==> config.mk <==
export PLATFORM = sky130hd
export DESIGN_NAME = lc3b_fetch_stage
export DESIGN_NICKNAME = d
export VERILOG_FILES = /design/src/rtl/lc3b_types.sv /design/src/rtl/if_id_register.sv /design/src/rtl/lc3b_fetch_stage.sv
export SDC_FILE = /design/constraint.sdc
export NUM_CORES = 1
export LEC_CHECK = 0
export ABC_AREA = 1
export BUFFER_PORTS_ARGS = -buffer_cell sky130_fd_sc_hd__clkbuf_2
export CAP_MARGIN = 10
export CORE_ASPECT_RATIO = 1.2
export CORE_MARGIN = 2
export CORE_UTILIZATION = 55
export DETAILED_ROUTE_END_ITERATION = 10
export PLACE_DENSITY_LB_ADDON = 0.2
export SYNTH_ARGS = -nofsm -noshare
export SYNTH_HDL_FRONTEND = slang
export SYNTH_SLANG_ARGS = --single-unit
==> constraint.sdc <==
create_clock -name clk -period 2.15 [get_ports clk]
set_input_delay 0.215 -clock clk [delete_from_list [all_inputs] [get_ports clk]]
set_output_delay 0.215 -clock clk [all_outputs]
set_load 0.005 [all_outputs]
==> src/rtl/lc3b_types.sv <==
// Shared LC-3b types: machine word, fetch FSM states and the IF/ID payload.
package lc3b_types;

    typedef logic [15:0] lc3b_word;

    typedef enum logic [1:0] {
        FETCH,
        DRAIN,
        HOLD
    } lc3b_fetch_state;

    typedef struct packed {
        logic     valid;
        lc3b_word ir;
        lc3b_word pc;
    } lc3b_if_id;

    function automatic lc3b_word pc_plus2(input lc3b_word pc);
        return pc + 16'd2;
    endfunction

endpackage

==> src/rtl/if_id_register.sv <==
// IF/ID pipeline register: flush beats load, a stalled live entry is frozen,
// an unstalled entry with nothing new behind it drains to invalid.
module if_id_register
    import lc3b_types::*;
(
    input  logic      clk,
    input  logic      reset,
    input  logic      load_i,
    input  logic      flush_i,
    input  logic      stall_i,
    input  lc3b_if_id d_i,
    output lc3b_if_id q_o
);

    lc3b_if_id q_q;

    always_ff @(posedge clk) begin
        if (reset) begin
            q_q <= '0;
        end else if (flush_i) begin
            q_q.valid <= 1'b0;
        end else if (load_i) begin
            q_q <= d_i;
        end else if (!(stall_i && q_q.valid)) begin
            q_q.valid <= 1'b0;
        end
    end

    assign q_o = q_q;

endmodule

==> src/rtl/lc3b_fetch_stage.sv <==
// LC-3b instruction fetch: PC, single-outstanding imem request, one-entry
// skid buffer for decode stalls, and redirect handling with stale-response drain.
module lc3b_fetch_stage
    import lc3b_types::*;
#(
    parameter logic [15:0] RESET_PC = 16'h0000
) (
    input  logic        clk,
    input  logic        reset,
    output logic        imem_read,
    output logic [15:0] imem_address,
    input  logic        imem_resp,
    input  logic [15:0] imem_rdata,
    input  logic        stall,
    input  logic        redirect,
    input  logic [15:0] redirect_pc,
    output logic        if_valid,
    output logic [15:0] if_ir,
    output logic [15:0] if_pc,
    output logic [15:0] if_pc_plus2
);

    lc3b_fetch_state state_q, state_d;
    lc3b_word        pc_q, pc_d;
    lc3b_word        req_addr_q, req_addr_d;
    lc3b_word        buf_ir_q, buf_ir_d;
    lc3b_word        buf_pc_q, buf_pc_d;
    lc3b_if_id       ifid_q, ifid_d;
    logic            ifid_load;
    logic            slot_free;

    assign slot_free = !ifid_q.valid || !stall;

    always_ff @(posedge clk) begin
        if (reset) begin
            state_q    <= FETCH;
            pc_q       <= RESET_PC;
            req_addr_q <= RESET_PC;
            buf_ir_q   <= '0;
            buf_pc_q   <= '0;
        end else begin
            state_q    <= state_d;
            pc_q       <= pc_d;
            req_addr_q <= req_addr_d;
            buf_ir_q   <= buf_ir_d;
            buf_pc_q   <= buf_pc_d;
        end
    end

    always_comb begin
        state_d    = state_q;
        pc_d       = pc_q;
        req_addr_d = req_addr_q;
        buf_ir_d   = buf_ir_q;
        buf_pc_d   = buf_pc_q;
        ifid_load  = 1'b0;
        ifid_d     = '{valid: 1'b1, ir: imem_rdata, pc: req_addr_q};
        imem_read  = 1'b0;

        unique case (state_q)
            FETCH: begin
                imem_read = 1'b1;
                if (redirect) begin
                    pc_d = redirect_pc;
                    if (imem_resp) req_addr_d = redirect_pc;
                    else           state_d    = DRAIN;
                end else if (imem_resp) begin
                    pc_d = pc_plus2(req_addr_q);
                    if (slot_free) begin
                        ifid_load  = 1'b1;
                        req_addr_d = pc_plus2(req_addr_q);
                    end else begin
                        buf_ir_d = imem_rdata;
                        buf_pc_d = req_addr_q;
                        state_d  = HOLD;
                    end
                end
            end
            DRAIN: begin
                // Keep the stale address on the bus until its response lands.
                imem_read = 1'b1;
                if (redirect) pc_d = redirect_pc;
                if (imem_resp) begin
                    req_addr_d = redirect ? redirect_pc : pc_q;
                    state_d    = FETCH;
                end
            end
            HOLD: begin
                if (redirect) begin
                    pc_d       = redirect_pc;
                    req_addr_d = redirect_pc;
                    state_d    = FETCH;
                end else if (!stall) begin
                    ifid_load  = 1'b1;
                    ifid_d     = '{valid: 1'b1, ir: buf_ir_q, pc: buf_pc_q};
                    req_addr_d = pc_q;
                    state_d    = FETCH;
                end
            end
            default: state_d = FETCH;
        endcase
    end

    if_id_register u_if_id (
        .clk     (clk),
        .reset   (reset),
        .load_i  (ifid_load),
        .flush_i (redirect),
        .stall_i (stall),
        .d_i     (ifid_d),
        .q_o     (ifid_q)
    );

    assign imem_address = req_addr_q;
    assign if_valid     = ifid_q.valid;
    assign if_ir        = ifid_q.ir;
    assign if_pc        = ifid_q.pc;
    assign if_pc_plus2  = pc_plus2(ifid_q.pc);

endmodule

# After elaboration in Yosys (flattened, before gate mapping)
# Index checks and enable logic that the tools add are counted.
# totals
regBits,99
latch_bits,0
ramBits,0
mem_bits_ro,0
input_bits,37
word_cells,68
n_memories,0
# op_classes
add_sub_neg,2
multipliers,0
div_mod_pow,0
order_cmp,0
eq_ne,10
shifts,0
muxes,31
bitwise,2
reduce_logical,15
# op_table
cell,count
16-bit two-way mux,10
32-bit two-way mux,2
16-bit one-hot mux with 3 select lines,1
16-bit by 2-bit adder with 16-bit output (second input constant),2
16-bit one-hot mux with 2 select lines,1
3-bit != test (second input constant),5
2-bit two-way mux,7
5-bit AND reduction,2
1-bit two-way mux,8
2-bit != test (second input constant),3
2-bit one-hot mux with 3 select lines,1
2-bit OR reduction,3
2-bit AND reduction,2
4-bit AND reduction,1
3-bit nonzero test,1
2-bit by 1-bit equality test with 1-bit output (second input constant),1
2-bit equality test (second input constant),1
1-bit zero test,2
2-bit zero test,1
1-bit inverter,2
1-bit one-hot mux with 2 select lines,1
2-bit nonzero test,1
1-bit logical AND,1
1-bit logical OR,1

# Depth between registers and ports, before layout
# Gate-level depths: netlist of the first run.
# depth
word_depth,7
mapped_depth,11
depth_no_buf,11

# Modules after synthesis
# From an unflattened synthesis of the first run, not the netlist that was laid out.
# hier_totals
cells_unflattened,778
hier_area_um2,5142.4
# modules_own_cells
mod,n_inst,cells_each,area_each_um2,seq_area_each_um2
lc3b_fetch_stage,1,564,3699.8,1321.3
if_id_register,1,214,1442.6,660.6

# Worst setup path before layout of the first run
# Ideal clock, no wire load.
# synth_timing
path_kind,flip-flop to flip-flop
from,register state_q[0]
to,register req_addr_q[2] (netlist: imem_address[2])
setup_ps,116
arrival_time_ps,1489
required_ps,2034
path_slack_ps,546
stages_incl_launch_ff,9
synth_period_minus_slack_ps,1604
path_cell_list,dfxtp_1 > inv_1 > ha_1 > or2_2 > nand3_4 > inv_2 > buf_6 > nor2_1 > nor2_1
# synth_between
elab_chain_len,3
word_cells_on_any_way,10
classes_between,eq/ne: 6; mux: 1; reduce/logical: 3
# synth_lines
element,line_no,rtl
"start, declared",lc3b_fetch_stage.sv:23,"lc3b_fetch_state state_q, state_d;"
"start signal, assigned",lc3b_fetch_stage.sv:42,state_q <= state_d;
"2-bit equality test, or another cell as far along",lc3b_fetch_stage.sv:60,unique case (state_q)
"3-bit != test (no source line), or another cell as far along",-,
5-bit AND reduction (no source line),-,
"end signal, assigned",lc3b_fetch_stage.sv:44,req_addr_q <= req_addr_d;
"end, declared",lc3b_fetch_stage.sv:25,"lc3b_word req_addr_q, req_addr_d;"
# Several ways; a longest one is shown, not always the timed one.
# A chain may end at the register's enable or synchronous reset.

# Worst setup path after layout of the first run
# layout_timing
from,"register u_if_id.q_q, in the netlist u_if_id.q_o[2]"
to,output port if_pc_plus2[13]
# layout_between
elab_chain_len,1
# layout_lines
element,line_no,rtl
"start, declared",if_id_register.sv:15,lc3b_if_id q_q;
"start signal, assigned",if_id_register.sv:23,q_q <= d_i;
16-bit by 2-bit adder with 16-bit output,lc3b_types.sv:19,return pc + 16'd2;
"end, declared",lc3b_fetch_stage.sv:20,output logic [15:0] if_pc_plus2
# Every way passes these cells.

==> results of run 1 <==
==> registers in the layout (all words and copies together) (netlist names) <==
signal and count:
u_if_id.q_o 33, buf_ir_q 16, buf_pc_q 16, imem_address 16, pc_q 16, state_q 2
==> worst max-delay path, cell delays in order, from the launching register on <==
cell                      delay, ns
sky130_fd_sc_hd__dfxtp_4       0.39
sky130_fd_sc_hd__ha_4          0.14
sky130_fd_sc_hd__nand2_1       0.07
sky130_fd_sc_hd__nor3_2        0.24
sky130_fd_sc_hd__nand2_2       0.11
sky130_fd_sc_hd__nor2_4        0.13
sky130_fd_sc_hd__nand3_2       0.08
sky130_fd_sc_hd__xnor2_1       0.18
sky130_fd_sc_hd__buf_2         0.14
==> metrics by stage <==
step / total power (uW) / instances / hold WS, ns / instance area [um2]
3_3_place_gp: 5100 / 859 / 0.458 / 5320
4_1_cts: 6330 / 876 / 0.0594 / 5520
5_1_grt: 6820 / 876 / 0.0782 / 5550
6_report: 6350 / 876 / 0.0690 / 5550
2_1_floorplan: 4360 / 666 / 0.350 / 4770
3_5_place_dp: 5200 / 859 / 0.465 / 5320
==> layer usage <==
metal	up-vias	wire length, um	track usage (%)
li1	2363	-	-
met1	2059	5510	34.2
met2	137	5300	39.4
met3	11	567	4.43
met4	0	154	7.89
met5	-	0	0
==> what timing repair did <==
item / in CTS / in global routing
endpoints found under the setup margin: 2 / 3
endpoints found under the hold margin: 0 / 0
pin swaps: 2 / 3
setup buffers: 1 / 0
gates resized for setup: 2 / 10
==> power groups by stage <==
| stage | clock network (uW) | logic (uW) | registers, uW |
|---|---|---|---|
| 2_1_floorplan | 0 | 1730 | 2620 |
| 3_5_place_dp | 0 | 2500 | 2690 |
| 6_report | 1140 | 2520 | 2680 |
| 3_3_place_gp | 0 | 2430 | 2670 |
| 5_1_grt | 1230 | 2860 | 2730 |
| 4_1_cts | 1160 | 2510 | 2650 |
==> cell type report <==
type | count | area share, %
Multi-Input combinational cell | 465 | 42.5
Sequential cell | 99 | 35.9
Timing Repair Buffer | 115 | 11.4
Inverter | 64 | 4.33
Tap cell | 117 | 2.64
Clock buffer | 9 | 2.23
Clock inverter | 7 | 1.06
==> synth_stat cells <==
cell type / count / area (um2)
sky130_fd_sc_hd__nand2_2: 3 / 18.8
sky130_fd_sc_hd__o21ai_0: 77 / 385
sky130_fd_sc_hd__a21oi_1: 41 / 205
sky130_fd_sc_hd__a31oi_1: 26 / 163
sky130_fd_sc_hd__buf_2: 13 / 65.1
sky130_fd_sc_hd__clkbuf_1: 14 / 52.6
sky130_fd_sc_hd__clkinv_1: 1 / 3.75
sky130_fd_sc_hd__nor2_1: 67 / 251
sky130_fd_sc_hd__inv_1: 55 / 206
sky130_fd_sc_hd__dfxtp_1: 99 / 1980
sky130_fd_sc_hd__buf_4: 3 / 22.5
sky130_fd_sc_hd__inv_2: 8 / 30.0
sky130_fd_sc_hd__nand2_1: 139 / 522
sky130_fd_sc_hd__o22ai_1: 8 / 50.1
sky130_fd_sc_hd__or2_2: 1 / 6.26
sky130_fd_sc_hd__nor2_2: 6 / 37.5
sky130_fd_sc_hd__xnor2_1: 3 / 26.3
sky130_fd_sc_hd__nand3_2: 1 / 10.0
sky130_fd_sc_hd__o211ai_1: 3 / 22.5
sky130_fd_sc_hd__o21ai_1: 17 / 85.1
sky130_fd_sc_hd__a21oi_2: 8 / 70.1
sky130_fd_sc_hd__a21o_1: 1 / 7.51
sky130_fd_sc_hd__nand3_1: 32 / 160
sky130_fd_sc_hd__buf_1: 1 / 3.75
sky130_fd_sc_hd__xor2_1: 13 / 114
sky130_fd_sc_hd__nand4_1: 3 / 18.8
sky130_fd_sc_hd__nor2_4: 3 / 33.8
sky130_fd_sc_hd__o21bai_1: 5 / 37.5
sky130_fd_sc_hd__ha_1: 6 / 75.1
sky130_fd_sc_hd__nor3_2: 1 / 10.0
sky130_fd_sc_hd__buf_6: 7 / 78.8
sky130_fd_sc_hd__nand3_4: 1 / 17.5
==> kinds of logic (layout without fill, tap and decap cells) <==
group | after synthesis | in the layout | share of synthesized area [%]
xor gates and xnor gates | 16 | 16 | 2.94
AOI/OAI and AO/OA | 186 | 186 | 21.5
DFF | 99 | 99 | 41.5
adders and majority gates | 6 | 6 | 1.57
and+or+nand+nor | 257 | 257 | 22.8
buffers and inverters | 102 | 195 | 9.70
==> worst max-delay path by stage <==
| stage | from | end | slack (ns) | cells past startpoint |
|---|---|---|---|---|
| 2_1_floorplan | state_q[0] | imem_address[2] | 0.55 | 8 |
| 3_3_place_gp | state_q[0] | imem_address[4] | 0.40 | 7 |
| 3_5_place_dp | state_q[0] | buf_ir_q[2] | 0.32 | 10 |
| 4_1_cts | u_if_id.q_o[3] | if_pc_plus2[14] | 0.02 | 7 |
| 5_1_grt | u_if_id.q_o[2] | if_pc_plus2[13] | 0.001 | 8 |
| 6_report | u_if_id.q_o[2] | if_pc_plus2[13] | 0.08 | 8 |
==> summary.txt, run 1 <==
STA
  • Post-route setup TNS: 0 ns
  • Max transition margin: 78.3%
  • Final Hold Viols: 0
  • Number of max-slew violations in the final report: 0
  • Setup slack after layout: about 0.084 ns
  • Part of the cycle the worst path needs: 96.1%
  • Actual transition at the worst max-transition pin: 0.325 ns
  • Final Setup Violations: 0
  • Unrepaired setup endpoints after global routing: no
  • Skew final: 0.0125 ns
  • Clock period minus worst slack: 2.07 ns
  • Maximum clock rate: ~0.48 GHz

Clocking
  • H-Tree Depth: 3
  • Sink Count: 99
  • CTS root buf: sky130_fd_sc_hd__clkbuf_8
  • Clock tree from TritonCTS: yes
  • Clock latency on the worst-skew pair: 0.38 ns
  • Number of buffers inserted during clock tree synthesis: 9
  • Hold-fix buffers at CTS: 0
  • Clock-pin transition on the worst setup and hold timing paths: ~0.11 ns
  • Clock buffer depth: 2

Synthesis
  • Post-Synthesis Mean Instance Area: 7.17 um2
  • Number of flip-flops and latches in the synthesized netlist: 99
  • Synthesized netlist net count: 709
  • Sequential share of the synthesized area: 41.5%
  • Cell count after synthesis: approximately 670
  • Synthesis warning total: 0
  • Distinct cell type count of the synthesized netlist: 32
  • Post-synth design cell area: 4770 um2

Setup path
  • Endpoint of the most critical register-to-register path: imem_address[11]
  • Kind of start point of the critical path: flip-flop
  • Crit-path max FO: 4
  • Critical path start-end classification: reg -> out
  • Crit end category: output pin
  • Worst Reg2Reg Path Length in Cells: 10
  • Reg2reg start: state_q[0]
  • Worst-case register-to-register setup slack: 0.31 ns
  • Endpoint required time on the critical path: between 1.5 and 2 ns
  • WP data arrival: 1.85 ns

Run status
  • Result of the run: finished, final reports clean

Job
  • Max-capacitance violation count: 0

Power
  • Share of total power in combinational logic: roughly two fifths
  • NetSw: 2670 uW
  • Leak: 0.00257 uW
  • Internal Pwr Total: 3670 uW
  • Sequential group share of total power: a little over two fifths
  • Peak supply drop: 0.000518 V
  • Proportion of total power due to net switching: 42.1%
  • Power density over cell area: 1140 nW/um2
  • Part of the total power dissipated in the clock network: 18.0%

Routing
  • Vias/cell: between 5 and 6
  • Via Count: ~4600
  • Routed length per placed instance: around 13 um
  • Iteration count of the initial detailed-routing pass: 5
  • Residual DRC: 0
  • Violation count after the first detailed-routing iteration: 278
  • Post-detailed-routing wire length: around 12000 um
  • Count of antenna-violating nets left after detailed routing: 0

Floorplan
  • Area of the core: 8520 um2
  • Horizontal die dimension: 89.0 um
  • Die Outline Area: 9440 um2
  • Initial cell density of the core: 56.0%
  • Number of top-level pins: 103
  • Die outline height: 106 um
  • # rows: 37

Cells and area
  • Area of the multi-input gates: between 2000 and 2500 um2
  • Sequential cell area: 1990 um2
  • Area growth, synth to finish: 16.3%
  • Leading cell types in the layout, fill and taps excluded: 138 x sky130_fd_sc_hd__nand2_1, 101 x sky130_fd_sc_hd__clkbuf_2, 96 x sky130_fd_sc_hd__dfxtp_1, 77 x sky130_fd_sc_hd__o21ai_0, 65 x sky130_fd_sc_hd__nor2_1
  • Final #Nets: around 800
  • Layout cell share with drive strength beyond 1: 22.7%
  • Fillers: about 830
  • Diode insertion count for antenna repair: 0
  • Final Core Density: about two thirds
  • Leading cell type in the layout, fill and taps excluded: sky130_fd_sc_hd__nand2_1

Hold path
  • Origin of the worst min-delay path: imem_rdata[3]
  • Hold-critical path depth: 3
  • Hold EP: buf_ir_q[3]
  • Type of the worst min-delay path: in -> reg

Global routing
  • Global-route wire length before repair: 18900 um
  • All-Layer GR Usage: 24.8%
  • Vias in the first global route: 4194
  • Gr ovfl total: 0
  • Number of antenna violations at the first check in global routing: 0
  • Largest net degree at the start of global routing: 73

Place
  • Number of buffer cells added on primary ports: 102
  • Dpl ws: 0.324 ns
  • Final weighted congestion in routability-driven placement: between 0.8 and 0.9
  • HPWL after detailed placement: 8360 um
Power figures use the tool's default switching activity.
==> inputs of run 2 (changes only) <==
- ABC_AREA: 1 -> default
- CORE_UTILIZATION: 55 -> 45
- RECOVER_POWER: default -> 100
==> run 2 against run 1 <==
Net effect:
- non-clock buffer count up 7
- core utilization down 11 points
- clock-buffer cell count rose by 1
- sequential power is 19% lower
- setup slack better by 0.046 ns
- synthesized cell count fell by 12%
- combinational power decreased by 55%
- clock power increased by 32%
- highest routed layer unchanged
- design area up 1.6%
- via count is 5.9% lower
- final cell count is 8.2% lower
- fmax rose by 2.3%
==> summary.txt, run 2 <==
Floorplan
  • Area of the core: 10400 um2 (+22%)
  • Initial cell density of the core: 45.6% (-10 points)
  • # rows: 41 (+11%)
  • Die Outline Area: 11400 um2 (+21%)
  • Number of top-level pins: 103 (unchanged)
  • Die outline height: 116 um (+9.9%)
  • Horizontal die dimension: 97.7 um (+9.8%)

STA
  • Max transition margin: 53.4% (-25 points)
  • Post-route setup TNS: 0 ns (unchanged)
  • Number of max-slew violations in the final report: 0 (unchanged)
  • Skew final: 0.00739 ns (-0.00515 ns)
  • Final Hold Viols: 0 (unchanged)
  • Maximum clock rate: 0.495 GHz (+2.3%)
  • Unrepaired setup endpoints after global routing: no
  • Part of the cycle the worst path needs: 94.0% (-2.1 points)
  • Final Setup Violations: 0 (unchanged)
  • Hold slack final: 0.0994 ns (+0.0304 ns)
  • Actual transition at the worst max-transition pin: 0.700 ns (+0.374 ns)
  • Clock period minus worst slack: 2.02 ns (-0.0456 ns)

Power
  • Peak supply drop: 0.000389 V (-25%)
  • Leak: 0.00235 uW (-8.5%)
  • Total power: 4830 uW (-24%)
  • Power density over cell area: 857 nW/um2 (-25%)

Synthesis
  • Sequential share of the synthesized area: 41.8% (+0.23 points)
  • Fraction of registers with async set or reset after synthesis: 0% (unchanged)
  • Cell with the most instances after synthesis: sky130_fd_sc_hd__nand2_1
  • Cell count after synthesis: 583 (-12%)
  • Primary flip-flop cell chosen by synthesis mapping: sky130_fd_sc_hd__dfxtp_1
  • Proportion of netlist area held by the largest area contributor: 41.8% (+0.23 points)
  • Biggest area contributors in the synthesized netlist: sky130_fd_sc_hd__dfxtp_1 42%, sky130_fd_sc_hd__nand2_1 8.1%, sky130_fd_sc_hd__mux2i_1 7.8%, sky130_fd_sc_hd__a211oi_1 7.1%, sky130_fd_sc_hd__nor2_1 6.3%
  • Top cells by instance count after synthesis: 102 x sky130_fd_sc_hd__nand2_1, 99 x sky130_fd_sc_hd__dfxtp_1, 80 x sky130_fd_sc_hd__nor2_1
  • Post-Synthesis Mean Instance Area: 8.14 um2 (+14%)
  • Post-synth design cell area: 4750 um2 (-0.55%)
  • Synthesis warning total: 0 (unchanged)
  • Synthesized netlist net count: 626 (-12%)
  • Number of flip-flops and latches in the synthesized netlist: 99 (unchanged)
  • Cell accounting for the most synthesized area: sky130_fd_sc_hd__dfxtp_1
  • Number of enable-type register cells in the synthesized netlist: 0 (unchanged)
  • Distinct cell type count of the synthesized netlist: 41 (+28%)

Setup path
  • Critical path start-end classification: reg -> reg
  • Endpoint required time on the critical path: 2.40 ns (+0.47 ns)
  • Crit end category: flip-flop
  • Kind of start point of the critical path: flip-flop
  • CP cell instances: inv_1 -> ha_1 -> or2_2 -> nand2b_1 -> o221a_2 -> buf_12 -> nor2_1 -> a311oi_1
  • Worst Reg2Reg Path Length in Cells: 8 (-2)
  • Crit-path max cell delay: 0.36 ns (-0.03 ns)
  • Slowest library cell on the worst path: sky130_fd_sc_hd__dfxtp_1
  • Buffer and inverter count on the worst path: 2 (+1)
  • Endpoint of the most critical register-to-register path: imem_address[14]
  • Worst-case register-to-register setup slack: 0.13 ns (-0.18 ns)
  • WP data arrival: 2.27 ns (+0.42 ns)
  • Cell type group with the largest total delay on the critical path: simple AND/OR/NAND/NOR gates
  • Reg2reg start: state_q[0]
  • Crit-path max FO: 22 (+18)

Routing
  • Count of antenna-violating nets left after detailed routing: 0 (unchanged)
  • Violation count after the first detailed-routing iteration: 202 (-27%)
  • Vias/cell: 5.35 (+2.6%)
  • Post-detailed-routing wire length: 11700 um (+1.6%)
  • Via Count: 4302 (-5.9%)
  • Residual DRC: 0 (unchanged)
  • Routed length per placed instance: 14.6 um (+11%)
  • Iteration count of the initial detailed-routing pass: 4 (-1)

Place
  • Final weighted congestion in routability-driven placement: 0.889 (+3.6%)
  • Standard cell area after detailed placement: 5430 um2 (+2.0%)
  • Number of buffer cells added on primary ports: 102 (unchanged)
  • HPWL after detailed placement: 8190 um (-2.0%)

Clocking
  • CTS root buf: sky130_fd_sc_hd__clkbuf_16
  • Clock tree from TritonCTS: yes
  • Clock-pin transition on the worst setup and hold timing paths: 0.07 ns (-0.04 ns)
  • Post-CTS Setup Repair Bufs: 0 (-1)
  • Sink Count: 99 (unchanged)
  • Number of buffers inserted during clock tree synthesis: 9 (unchanged)
  • H-Tree Depth: 3 (unchanged)
  • Clock latency on the worst-skew pair: 0.34 ns (-0.04 ns)
  • Clock buffer depth: 2 (unchanged)

Cells and area
  • Sequential cell area: 1980 um2 (-0.38%)
  • Final Core Density: 54.2% (-11 points)
  • Leading cell types in the layout, fill and taps excluded: 102 x sky130_fd_sc_hd__nand2_1, 98 x sky130_fd_sc_hd__dfxtp_1, 78 x sky130_fd_sc_hd__nor2_1, 77 x sky130_fd_sc_hd__clkbuf_2, 45 x sky130_fd_sc_hd__a211oi_1
  • Layout cell share with drive strength beyond 1: 18.1% (-4.6 points)
  • Final #Nets: 713 (-11%)
  • Leading cell type in the layout, fill and taps excluded: sky130_fd_sc_hd__nand2_1
  • Area growth, synth to finish: 18.9%
  • Number of flip-flops in the largest register: 33 (unchanged)
  • Area of the multi-input gates: 2520 um2 (+6.8%)
  • Final std cell area, no fill: 5640 um2 (+1.6%)
  • Diode insertion count for antenna repair: 0 (unchanged)
  • Fillers: 1016 (+23%)

Global routing
  • Largest net degree at the start of global routing: 65 (-11%)
  • Number of antenna violations at the first check in global routing: 0 (unchanged)
  • Gr ovfl total: 0 (unchanged)
  • Most Used Layer, Global Route: met2
  • Met1 demand-to-capacity share in global routing: 26.6% (-7.6 points)
  • All-Layer GR Usage: 20.7% (-4.1 points)
  • Global-route wire length before repair: 19200 um (+1.5%)
  • Global routing usage on met3: 4.43% (about the same)
  • Met2 Track Usage GR: 34.5% (-4.9 points)
  • Vias in the first global route: 3932 (-6.2%)

Job
  • Max-capacitance violation count: 0 (unchanged)

Hold path
  • Hold EP: buf_ir_q[4]
  • Type of the worst min-delay path: in -> reg
  • Hold-critical path depth: 3 (unchanged)
  • Origin of the worst min-delay path: imem_rdata[4]

Run status
  • Result of the run: finished, final reports clean
run 2: layout make-up:
type | instances | share of cell area (%)
well taps | 129 | 2.86
clock buffers | 10 | 4.06
clock inverters | 6 | 0.821
flip-flops and latches | 99 | 35.2
repair buffers | 122 | 11.6
inverters | 13 | 0.865
multi-input cells | 425 | 44.7
run 2: stage by stage:
stage	cells	setup slack, ns
after global placement	788	0.292
after detailed placement	788	0.170
after CTS	804	0.0658
after floorplan	583	0.306
after global routing	804	0.00927
final	804	0.129
run 2: where the power goes:
part	internal, uW	switching, uW
combinational	479	664
clock	796	717
sequential	2010	165
run 2: logic make-up (layout without fill, tap and decap cells):
group                      Yosys count  in the layout  share of synthesized area [%]
adders and majority gates            6              6                           1.58
AOI/OAI and AO/OA                  124            124                           17.8
xor gates and xnor gates            22             22                           4.06
buffers and inverters               59            151                           5.35
DFF                                 99             99                           41.8
muxes                               38             38                           8.04
and+or+nand+nor                    235            235                           21.4
run 2: worst max path at each step:
stage | startpoint | end | slack, ns | cells after the start
2_1_floorplan | state_q[1] | imem_address[1] | 0.31 | 8
3_3_place_gp | state_q[0] | pc_q[9] | 0.29 | 7
3_5_place_dp | state_q[0] | imem_address[14] | 0.17 | 8
4_1_cts | u_if_id.q_o[1] | if_pc_plus2[15] | 0.07 | 6
5_1_grt | u_if_id.q_o[7] | if_pc_plus2[14] | 0.009 | 5
6_report | state_q[0] | imem_address[14] | 0.13 | 8
run 2: per-layer routing:
layer  part of all wire (%)  vias to the layer above
met1                     44                     1953
li1                       -                     2204
met3                    5.9                       18
met4                    2.2                        0
met2                     47                      127
met5                      0                        -
run 2: what timing repair did:
item                                    in CTS  in global routing
resized for setup                            0                  4
endpoints found under the setup margin       0                  4
hold endpoints to repair                     0                  0
hold buffers                                 0                  0
run 2: worst reg2reg max path, delay by kind of cell (launching register included):
| family | cells | cell delay, ns |
|---|---|---|
| compound gates | 2 | 0.47 |
| simple gates | 3 | 0.54 |
| fa+ha+maj | 1 | 0.31 |
| flops | 1 | 0.36 |
| buf+inv | 2 | 0.25 |
